### src/rtl/seq_divider_8x4_if.sv
// Operand/result handshake bundle for the sequential divider.
// The master drives operands and out_ready; the slave returns the result.
interface seq_divider_8x4_if #(
    parameter int DIVIDEND_W = 8,
    parameter int DIVISOR_W  = 4
);
    logic                  in_valid;
    logic                  in_ready;
    logic [DIVIDEND_W-1:0] dividend;
    logic [DIVISOR_W-1:0]  divisor;
    logic                  out_valid;
    logic                  out_ready;
    logic [DIVIDEND_W-1:0] quotient;
    logic [DIVISOR_W-1:0]  remainder;
    logic                  div_by_zero;
    logic                  busy;

    modport master (
        output in_valid, dividend, divisor, out_ready,
        input  in_ready, out_valid, quotient, remainder, div_by_zero, busy
    );

    modport slave (
        input  in_valid, dividend, divisor, out_ready,
        output in_ready, out_valid, quotient, remainder, div_by_zero, busy
    );
endinterface

### src/rtl/seq_divider_8x4.sv
// Restoring divider, one quotient bit per clock, valid/ready on both sides.
// Optional macro SEQ_DIVIDER_EARLY_TERM_EN: single-cycle result for dividend<divisor and divisor==1.
//
// state | meaning
// IDLE  | waiting for an operand pair, in_ready=1
// CALC  | one shift/trial-subtract iteration per clock
// DONE  | result presented, waiting for out_ready
module seq_divider_8x4 #(
    parameter int DIVIDEND_W = 8,
    parameter int DIVISOR_W  = 4
) (
    input  logic clk,
    input  logic rst,
    seq_divider_8x4_if.slave bus
);
    localparam int CNT_W = $clog2(DIVIDEND_W);

    typedef enum logic [1:0] {IDLE, CALC, DONE} state_t;

    state_t                state_q, state_d;
    logic [DIVISOR_W:0]    rem_q, rem_d;
    logic [DIVIDEND_W-1:0] sh_q, sh_d;
    logic [DIVISOR_W-1:0]  dsr_q, dsr_d;
    logic [CNT_W-1:0]      cnt_q, cnt_d;
    logic [DIVIDEND_W-1:0] quo_q, quo_d;
    logic [DIVISOR_W-1:0]  rmd_q, rmd_d;
    logic                  dbz_q, dbz_d;

    logic [DIVISOR_W:0]    shifted;
    logic [DIVISOR_W+1:0]  trial;
    logic                  qbit;
    logic [DIVISOR_W:0]    rem_next;

    always_ff @(posedge clk) begin
        if (rst) begin
            state_q <= IDLE;
            rem_q   <= '0;
            sh_q    <= '0;
            dsr_q   <= '0;
            cnt_q   <= '0;
            quo_q   <= '0;
            rmd_q   <= '0;
            dbz_q   <= 1'b0;
        end else begin
            state_q <= state_d;
            rem_q   <= rem_d;
            sh_q    <= sh_d;
            dsr_q   <= dsr_d;
            cnt_q   <= cnt_d;
            quo_q   <= quo_d;
            rmd_q   <= rmd_d;
            dbz_q   <= dbz_d;
        end
    end

    // Partial remainder stays below the divisor, so its low DIVISOR_W bits hold it fully.
    always_comb begin
        shifted  = {rem_q[DIVISOR_W-1:0], sh_q[DIVIDEND_W-1]};
        trial    = {1'b0, shifted} - {2'b00, dsr_q};
        qbit     = ~trial[DIVISOR_W+1];
        rem_next = qbit ? trial[DIVISOR_W:0] : shifted;
    end

    always_comb begin
        state_d = state_q;
        rem_d   = rem_q;
        sh_d    = sh_q;
        dsr_d   = dsr_q;
        cnt_d   = cnt_q;
        quo_d   = quo_q;
        rmd_d   = rmd_q;
        dbz_d   = dbz_q;
        case (state_q)
            IDLE: begin
                if (bus.in_valid) begin
                    dsr_d = bus.divisor;
                    sh_d  = bus.dividend;
                    rem_d = '0;
                    cnt_d = CNT_W'(DIVIDEND_W - 1);
                    if (bus.divisor == '0) begin
                        state_d = DONE;
                        quo_d   = '1;
                        rmd_d   = bus.dividend[DIVISOR_W-1:0];
                        dbz_d   = 1'b1;
`ifdef SEQ_DIVIDER_EARLY_TERM_EN
                    end else if (DIVIDEND_W'(bus.divisor) > bus.dividend) begin
                        state_d = DONE;
                        quo_d   = '0;
                        rmd_d   = bus.dividend[DIVISOR_W-1:0];
                        dbz_d   = 1'b0;
                    end else if (bus.divisor == DIVISOR_W'(1)) begin
                        state_d = DONE;
                        quo_d   = bus.dividend;
                        rmd_d   = '0;
                        dbz_d   = 1'b0;
`endif
                    end else begin
                        state_d = CALC;
                        dbz_d   = 1'b0;
                    end
                end
            end
            CALC: begin
                rem_d = rem_next;
                sh_d  = {sh_q[DIVIDEND_W-2:0], qbit};
                if (cnt_q == '0) begin
                    state_d = DONE;
                    quo_d   = {sh_q[DIVIDEND_W-2:0], qbit};
                    rmd_d   = rem_next[DIVISOR_W-1:0];
                end else begin
                    cnt_d = cnt_q - CNT_W'(1);
                end
            end
            DONE: begin
                if (bus.out_ready) state_d = IDLE;
            end
            default: state_d = IDLE;
        endcase
    end

    assign bus.in_ready    = (state_q == IDLE);
    assign bus.busy        = (state_q != IDLE);
    assign bus.out_valid   = (state_q == DONE);
    assign bus.quotient    = quo_q;
    assign bus.remainder   = rmd_q;
    assign bus.div_by_zero = dbz_q;
endmodule

### src/flat_wrapper.sv
// flat-port wrapper written by rule: the top's interface ports become plain ports
module seq_divider_8x4_flat 
#(
    parameter int DIVIDEND_W = 8,
    parameter int DIVISOR_W  = 4
)
  (clk, rst, bus_in_valid, bus_dividend, bus_divisor, bus_out_ready, bus_in_ready, bus_out_valid, bus_quotient, bus_remainder, bus_div_by_zero, bus_busy);
  seq_divider_8x4_if #(.DIVIDEND_W(DIVIDEND_W), .DIVISOR_W(DIVISOR_W)) bus_i ();
  input  logic clk;
  input  logic rst;
  input wire logic [$bits(bus_i.in_valid)-1:0] bus_in_valid;
  input wire logic [$bits(bus_i.dividend)-1:0] bus_dividend;
  input wire logic [$bits(bus_i.divisor)-1:0] bus_divisor;
  input wire logic [$bits(bus_i.out_ready)-1:0] bus_out_ready;
  output wire logic [$bits(bus_i.in_ready)-1:0] bus_in_ready;
  output wire logic [$bits(bus_i.out_valid)-1:0] bus_out_valid;
  output wire logic [$bits(bus_i.quotient)-1:0] bus_quotient;
  output wire logic [$bits(bus_i.remainder)-1:0] bus_remainder;
  output wire logic [$bits(bus_i.div_by_zero)-1:0] bus_div_by_zero;
  output wire logic [$bits(bus_i.busy)-1:0] bus_busy;
  assign bus_i.in_valid = bus_in_valid;
  assign bus_i.dividend = bus_dividend;
  assign bus_i.divisor = bus_divisor;
  assign bus_i.out_ready = bus_out_ready;
  assign bus_in_ready = bus_i.in_ready;
  assign bus_out_valid = bus_i.out_valid;
  assign bus_quotient = bus_i.quotient;
  assign bus_remainder = bus_i.remainder;
  assign bus_div_by_zero = bus_i.div_by_zero;
  assign bus_busy = bus_i.busy;
  seq_divider_8x4 #(.DIVIDEND_W(DIVIDEND_W), .DIVISOR_W(DIVISOR_W)) u_core (.clk(clk), .rst(rst), .bus(bus_i));
endmodule
### config.mk
export PLATFORM = sky130hd
export DESIGN_NAME = seq_divider_8x4_flat
export DESIGN_NICKNAME = d
export VERILOG_FILES = /design/src/rtl/seq_divider_8x4_if.sv /design/src/rtl/seq_divider_8x4.sv /design/src/flat_wrapper.sv
export SDC_FILE = /design/constraint.sdc
export NUM_CORES = 1
export LEC_CHECK = 0
export BUFFER_PORTS_ARGS = -buffer_cell sky130_fd_sc_hd__buf_2
export CAP_MARGIN = 10
export CORE_ASPECT_RATIO = 0.7
export CORE_MARGIN = 10
export CORE_UTILIZATION = 30
export CTS_CLUSTER_DIAMETER = 50
export CTS_CLUSTER_SIZE = 14
export DETAILED_ROUTE_END_ITERATION = 6
export GPL_ROUTABILITY_DRIVEN = 1
export PLACE_DENSITY = 0.57
export SLEW_MARGIN = 20
export SYNTH_ARGS = -nofsm -noshare
export SYNTH_HDL_FRONTEND = slang
export SYNTH_SLANG_ARGS = --single-unit
### constraint.sdc
create_clock -name clk -period 3.5 [get_ports clk]
set_input_delay 0.7 -clock clk [delete_from_list [all_inputs] [get_ports clk]]
set_output_delay 0.7 -clock clk [all_outputs]
set_load 0.02 [all_outputs]
==> summary.md, run 1 <==
| Metric | Value |
|---|---|
| WHS | around 0.47 ns |
| Final ANT Viol Nets | 0 |
| Crit path max-delay cell type | mux2_1 |
| Fin crit share | 0.643 |
| Critical path type | reg -> reg |
| H-tree lvl count | 2 |
| Crit-path cells | inv_1 > ha_1 > nor2b_1 > o31a_1 > nor3_2 > mux2_1 > a311oi_1 |
| Worst endpoint data arrival time | 2.43 ns |
| Layout area overhead | 18.7% |
| Internal power | 748 µW |
| Maximum vdd ir drop | ~0.15 mV |
| Sw frac | 0.311 |
| Status | complete, no violations |
| Max frequency | 444 MHz |
| Core Region | ~5200 µm² |
| Placed insts | between 200 and 300 |
| Clock Skew | 0.00781 ns |
| Pwr Density | about 560 nW/µm² |
| Final Setup Violations | 0 |
| RD Place Congestion | 0.810 |
| Final-report max-slew violation count | 0 |
| Max FO, Critical Path | 5 |
| Number of port buffers | 31 |
| Critical path's top delay family | compound AO/OA/AOI/OAI gates |
| Syn Inst Count | roughly 190 |
| Clock power frac | 0.324 |
| CTS tree | built |
| GR Overflow Total | 0 |
| Initial antenna violation count | 0 |
| PnR Total Power | around 1100 µW |
| Die Y | just over 80 µm |
| Buf/Inv on CP | 1 |
| Initial drt markers | 39 |
| Vias per Instance | between 4 and 5 |
| Crit end category | register |
| Via count | about 1300 |
| Clock-pin slew on the worst setup and hold paths | ~0.07 ns |
| Fill count | ~570 |
| CTS Hold Buffers Added | 0 |
| Pin count of the biggest net entering global routing | 35 |
| Post-DP HPWL | 2820 µm |
| DRT Wirelength | between 3000 and 4000 µm |
| Nature of the critical path startpoint | register |
| Antenna diodes | 0 |
| DR pass1 iterations | 4 |
| Syn_nets | 210 |
| Drt drc | 0 |
| Leak pwr | 0.000805 µW |
| Ratio of cells with drive above 1 in the final layout | 0.236 |
| Routed WL per cell | between 10 and 15 µm |
| RSZ-0062 raised after global routing | no |
| Crit-path max cell delay | 0.42 ns |
| CTS Buffer Depth | 2 |
| Sequential share of power | 0.425 |
| Post-CTS sizing | 0 |
| Total die area | ~8800 µm² |
| Vias in the first global route | about 1300 |
| Io pins | 32 |
| Fin cells | ~290 |
| Initial core utilization | 0.310 |
| Post-Syn Area | between 1500 and 2000 µm² |
| CTS Root Cell | clkbuf_8 |
| Die width | approximately 110 µm |
| Worst Hold Class | reg -> reg |
| Sum of negative setup slack | 0 ns |
| Clock sinks | 34 |
| Post-CTS setup buffers | 0 |
| Net Sw Power | between 300 and 400 µW |
| Yosys cell types | 35 |
| Post-Syn Area per Cell | a little under 9 µm² |
| Synth Register Bits | 34 |
| Relative slew slack | 0.458 |
| Comb power frac | 0.251 |
| Layout Nets | roughly 240 |
| CP required | roughly 3.7 ns |
| Worst-margin pin slew | about 0.81 ns |
| Worst-skew pair later-pin latency | 0.28 ns |
| Row cnt | 22 |
| Final hold violation count | 0 |
| GRT Total Usage | 0.0912 |
| Post-layout min period | 2.25 ns |
| Worst reg2reg setup slack | around 1.2 ns |
| Inserted Clock Buffers | 5 |
| Yosys warns | 0 |
| First-pass GRT wire length | approximately 6500 µm |
| Max-cap violations | 0 |
| Register area share after synthesis | 0.420 |
## per-layer routing
layer / global-route usage / part of all wire
met1: 0.120 / 0.52
met4: 0.0359 / 0.013
met2: 0.128 / 0.41
met3: 0.0399 / 0.064
met5: 0 / 0
## cells in the final DEF, fill, tap and decap left out, drive strengths merged
cell    instances
a21oi           9
or2             1
ha              6
nor2           45
nor2b           4
dfxtp          34
inv             9
o21a            2
nor4            2
a311oi          9
nand2          21
buf            32
o31a            2
fa              1
xnor2           1
nand3b          1
a211oi         13
a21o            1
bufinv          1
mux2            1
o21ai           2
nor3            3
or4             1
clkbuf          7
nand4b          1
nand2b          1
mux2i           6
## final timing paths
path,start,endpoint,cells after the start
worst max-delay path,u_core.dsr_q[1],u_core.bus.remainder[1],7
worst min-delay path,u_core.cnt_q[0],u_core.cnt_q[0],1
worst max register to register,u_core.dsr_q[1],u_core.bus.remainder[1],7
worst min register to register,u_core.cnt_q[0],u_core.cnt_q[0],1
## cell usage after synthesis
library cell,instances,area share
nor2_1,45,0.10
dfxtp_1,34,0.42
nand2_1,21,0.049
inv_1,9,0.021
a21oi_1,8,0.025
a311oi_1,8,0.043
a211oi_2,7,0.054
a211oi_1,6,0.028
ha_1,6,0.046
mux2i_1,6,0.037
clkbuf_1,5,0.012
nor2b_1,4,0.015
buf_2,3,0.0093
nor3_1,2,0.0062
o21a_1,2,0.0093
o31a_1,2,0.011
a21o_1,1,0.0046
a21oi_4,1,0.010
a311oi_2,1,0.0093
buf_1,1,0.0023
buf_4,1,0.0046
buf_6,1,0.0069
fa_1,1,0.012
mux2_1,1,0.0069
nand2b_1,1,0.0039
nand3b_1,1,0.0046
nand4b_1,1,0.0054
nor3_2,1,0.0062
nor4_1,1,0.0039
nor4_2,1,0.0077
o21ai_0,1,0.0031
o21ai_1,1,0.0031
or2_2,1,0.0039
or4_4,1,0.0069
xnor2_1,1,0.0054
## metrics by stage
step | utilization | setup WS, ns | cell area, µm²
final | 0.368 | 1.25 | 1920
after global routing | 0.368 | 1.05 | 1920
after CTS | 0.368 | 1.23 | 1920
after detailed placement | 0.348 | 0.990 | 1820
after global placement | 0.348 | 1.12 | 1820
after floorplan | - | 1.53 | 1620
## flip-flops by register name, indices dropped and copies added (netlist names)
| signal | flops |
|---|---|
| u_core.bus.remainder | 4 |
| u_core.cnt_q | 3 |
| u_core.dsr_q | 4 |
| u_core.rem_q | 4 |
| u_core.state_q | 2 |
| u_core.bus.div_by_zero | 1 |
| u_core.bus.quotient | 8 |
| u_core.sh_q | 8 |
## power groups by stage
stage	logic (µW)	registers, µW	clock network (µW)
2_1_floorplan	191	483	0
3_3_place_gp	271	470	0
3_5_place_dp	276	469	0
4_1_cts	278	461	364
5_1_grt	307	466	383
6_report	272	461	351
## cell type report
type | count | area (µm²) | share of cell area
flip-flops and latches | 34 | 681 | 0.354
multi-input cells | 133 | 851 | 0.442
clock inverters | 1 | 30.0 | 0.0156
repair buffers | 32 | 163 | 0.0845
clock buffers | 7 | 76.3 | 0.0397
well taps | 72 | 90.1 | 0.0468
inverters | 9 | 33.8 | 0.0176
## cell families (layout without fill, tap and decap cells)
group                      Yosys count  count (layout)  share of synthesized area
AOI/OAI and AO/OA                   38              38                      0.200
xor gates and xnor gates             1               1                    0.00540
DFF                                 34              34                      0.420
and+or+nand+nor                     80              80                      0.217
muxes                                7               7                     0.0440
buffers and inverters               20              49                     0.0556
adders and majority gates            7               7                     0.0586
(Power assumes the default switching activity.)
==> run 2, diff against run 1 <==
PLACE_DENSITY = 0.58   (was 0.57)
clock period = 2.05 ns   (was 3.5 ns; I/O delays follow)
==> run 2 against run 1 <==
Effect of this change:
- via count hardly changed
- routed wire length grew 2.4%
- sequential share of layout area fell by 2.0 points
- clock power is 50% higher
- non-clock buffer count increased by 7
- die area did not move
- maximum frequency rose by 15%
- utilization increased by 2.5 points
- combinational power grew 97%
- critical path type unchanged
- largest cell class unchanged
- highest routed layer unchanged
==> summary.md, run 2 (same netlist as run 1, synthesis figures left out) <==
| Metric | Value |
|---|---|
| Sequential share of power | 0.425 (about the same) |
| Post-layout min period | 1.96 ns (-0.292 ns) |
| Vias in the first global route | 1312 (-0.15%) |
| Layout Nets | 245 (+2.9%) |
| First-pass GRT wire length | 6240 µm (-3.2%) |
| CTS tree | built |
| Inserted Clock Buffers | 5 (unchanged) |
| Post-DP Area | 1870 µm² (+2.8%) |
| Clock-pin slew on the worst setup and hold paths | 0.07 ns (about the same) |
| Sum of negative setup slack | 0 ns (unchanged) |
| Io pins | 32 (unchanged) |
| PnR Total Power | 1850 µW (+71%) |
| Post-DP HPWL | 2820 µm (+0.18%) |
| Crit end category | register |
| Maximum vdd ir drop | 0.248 mV (+70%) |
| Die width | 108 µm (unchanged) |
| Total die area | 8790 µm² (unchanged) |
| Row cnt | 22 (unchanged) |
| Max frequency | 510 MHz (+15%) |
| Final Setup Violations | 0 (unchanged) |
| Initial antenna violation count | 0 (unchanged) |
| Clock Skew | 0.00773 ns (-0.0000830 ns) |
| RSZ-0062 raised after global routing | yes |
| CP required | 2.19 ns (-1.49 ns) |
| Number of port buffers | 31 (unchanged) |
| Final hold violation count | 0 (unchanged) |
| Worst-margin pin slew | 0.734 ns (-0.0782 ns) |
| H-tree lvl count | 2 (unchanged) |
| Worst Hold Class | in -> reg |
| Pin count of the biggest net entering global routing | 35 (unchanged) |
| Internal power | 1230 µW (+65%) |
| DR pass1 iterations | 4 (unchanged) |
| GRT Total Usage | 0.0891 (-0.00213) |
| Relative slew slack | 0.511 (+0.0522) |
| DRT Wirelength | 3920 µm (+2.4%) |
| Ratio of cells with drive above 1 in the final layout | 0.318 (+0.0823) |
| Worst endpoint data arrival time | 2.10 ns (-0.33 ns) |
| Initial drt markers | 55 (+41%) |
| Pwr Density | 901 nW/µm² (+60%) |
| Sw frac | 0.333 (+0.0222) |
| Commonest non-fill, non-tap cell in the layout | nor2_1 |
| Pre-CTS setup slack | 0.0927 ns (-0.898 ns) |
| Post-route setup slack | 0.0904 ns (-1.16 ns) |
| Vias per Instance | 4.56 (-2.4%) |
| Final ANT Viol Nets | 0 (unchanged) |
| Clock sinks | 34 (unchanged) |
| Util after Layout | 0.393 (+0.0246) |
| Via count | 1344 (-0.074%) |
| Core Region | 5230 µm² (unchanged) |
| Final-report max-slew violation count | 0 (unchanged) |
| GR Overflow Total | 0 (unchanged) |
| Die Y | 81.5 µm (unchanged) |
| CTS Buffer Depth | 2 (unchanged) |
| Leak pwr | 0.000853 µW (+6.0%) |
| Drt drc | 0 (unchanged) |
| Post-route cell area | 2050 µm² (+6.7%) |
| Max-cap violations | 0 (unchanged) |
| Initial core utilization | 0.310 (unchanged) |
| CTS Root Cell | clkbuf_8 |
| Worst-skew pair later-pin latency | 0.29 ns (about the same) |
| Status | complete, no violations |
| Nature of the critical path startpoint | register |
| Routed WL per cell | 13.3 µm (about the same) |
| Clock power frac | 0.284 (-0.040) |
| Comb power frac | 0.290 (+0.039) |
| Most frequent cells in the layout | nor2_1, dfxtp_1, buf_2, nand2_1 |
| Max FO, Critical Path | 4 (-1) |
| Layout area overhead | 26.6% |
| Critical path type | reg -> reg |
| Net Sw Power | 616 µW (+83%) |
| Fin crit share | 0.956 (+0.313) |
| RD Place Congestion | 0.752 (-7.1%) |
| Antenna diodes | 0 (unchanged) |
## run 2: power by group through the flow
stage | Sequential (µW) | Clock (µW) | Combinational (µW)
final | 787 | 526 | 537
after global placement | 798 | 0 | 489
after global routing | 797 | 574 | 595
after floorplan | 824 | 0 | 327
after CTS | 786 | 534 | 499
after detailed placement | 801 | 0 | 496
## run 2: through the flow
step	instances	hold slack, ns
5_1_grt	295	0.381
2_1_floorplan	187	0.437
3_3_place_gp	285	0.453
6_report	295	0.398
4_1_cts	293	0.387
3_5_place_dp	285	0.462
## run 2: what timing repair did
item	4_1_cts	5_1_grt
setup buffers	0	2
hold buffers	0	0
gates resized for setup	0	16
endpoints found under the setup margin	0	5
## run 2: routing by layer
metal	part of all wire	track usage
met2	0.42	0.138
met3	0.057	0.0399
met5	0	0
met4	0.0069	0.0279
met1	0.52	0.109
## run 2: final cells by class
class | count | area (µm²)
inverters | 9 | 36.3
multi-input cells | 133 | 918
clock inverters | 2 | 12.5
clock buffers | 6 | 82.6
repair buffers | 39 | 228
fillers | 546 | 3180
well taps | 72 | 90.1
flip-flops and latches | 34 | 686
## run 2: final timing paths
| check | from | end | slack, ns | cells past startpoint |
|---|---|---|---|---|
| worst max register to register | u_core.rem_q[0] | u_core.bus.remainder[0] | 0.09 | 7 |
| worst max-delay path | u_core.rem_q[0] | u_core.bus.remainder[0] | 0.09 | 7 |
| worst min register to register | u_core.cnt_q[0] | u_core.cnt_q[0] | 0.47 | 1 |
| worst min-delay path | bus_dividend[6] | u_core.sh_q[6] | 0.40 | 3 |
## run 2: critical path, cell delays in order (launching register included)
cell,delay (ns)
dfxtp_4,0.37
ha_4,0.23
nor2b_4,0.12
o31a_1,0.33
nor3_2,0.23
buf_4,0.18
mux2i_4,0.24
a311oi_2,0.11
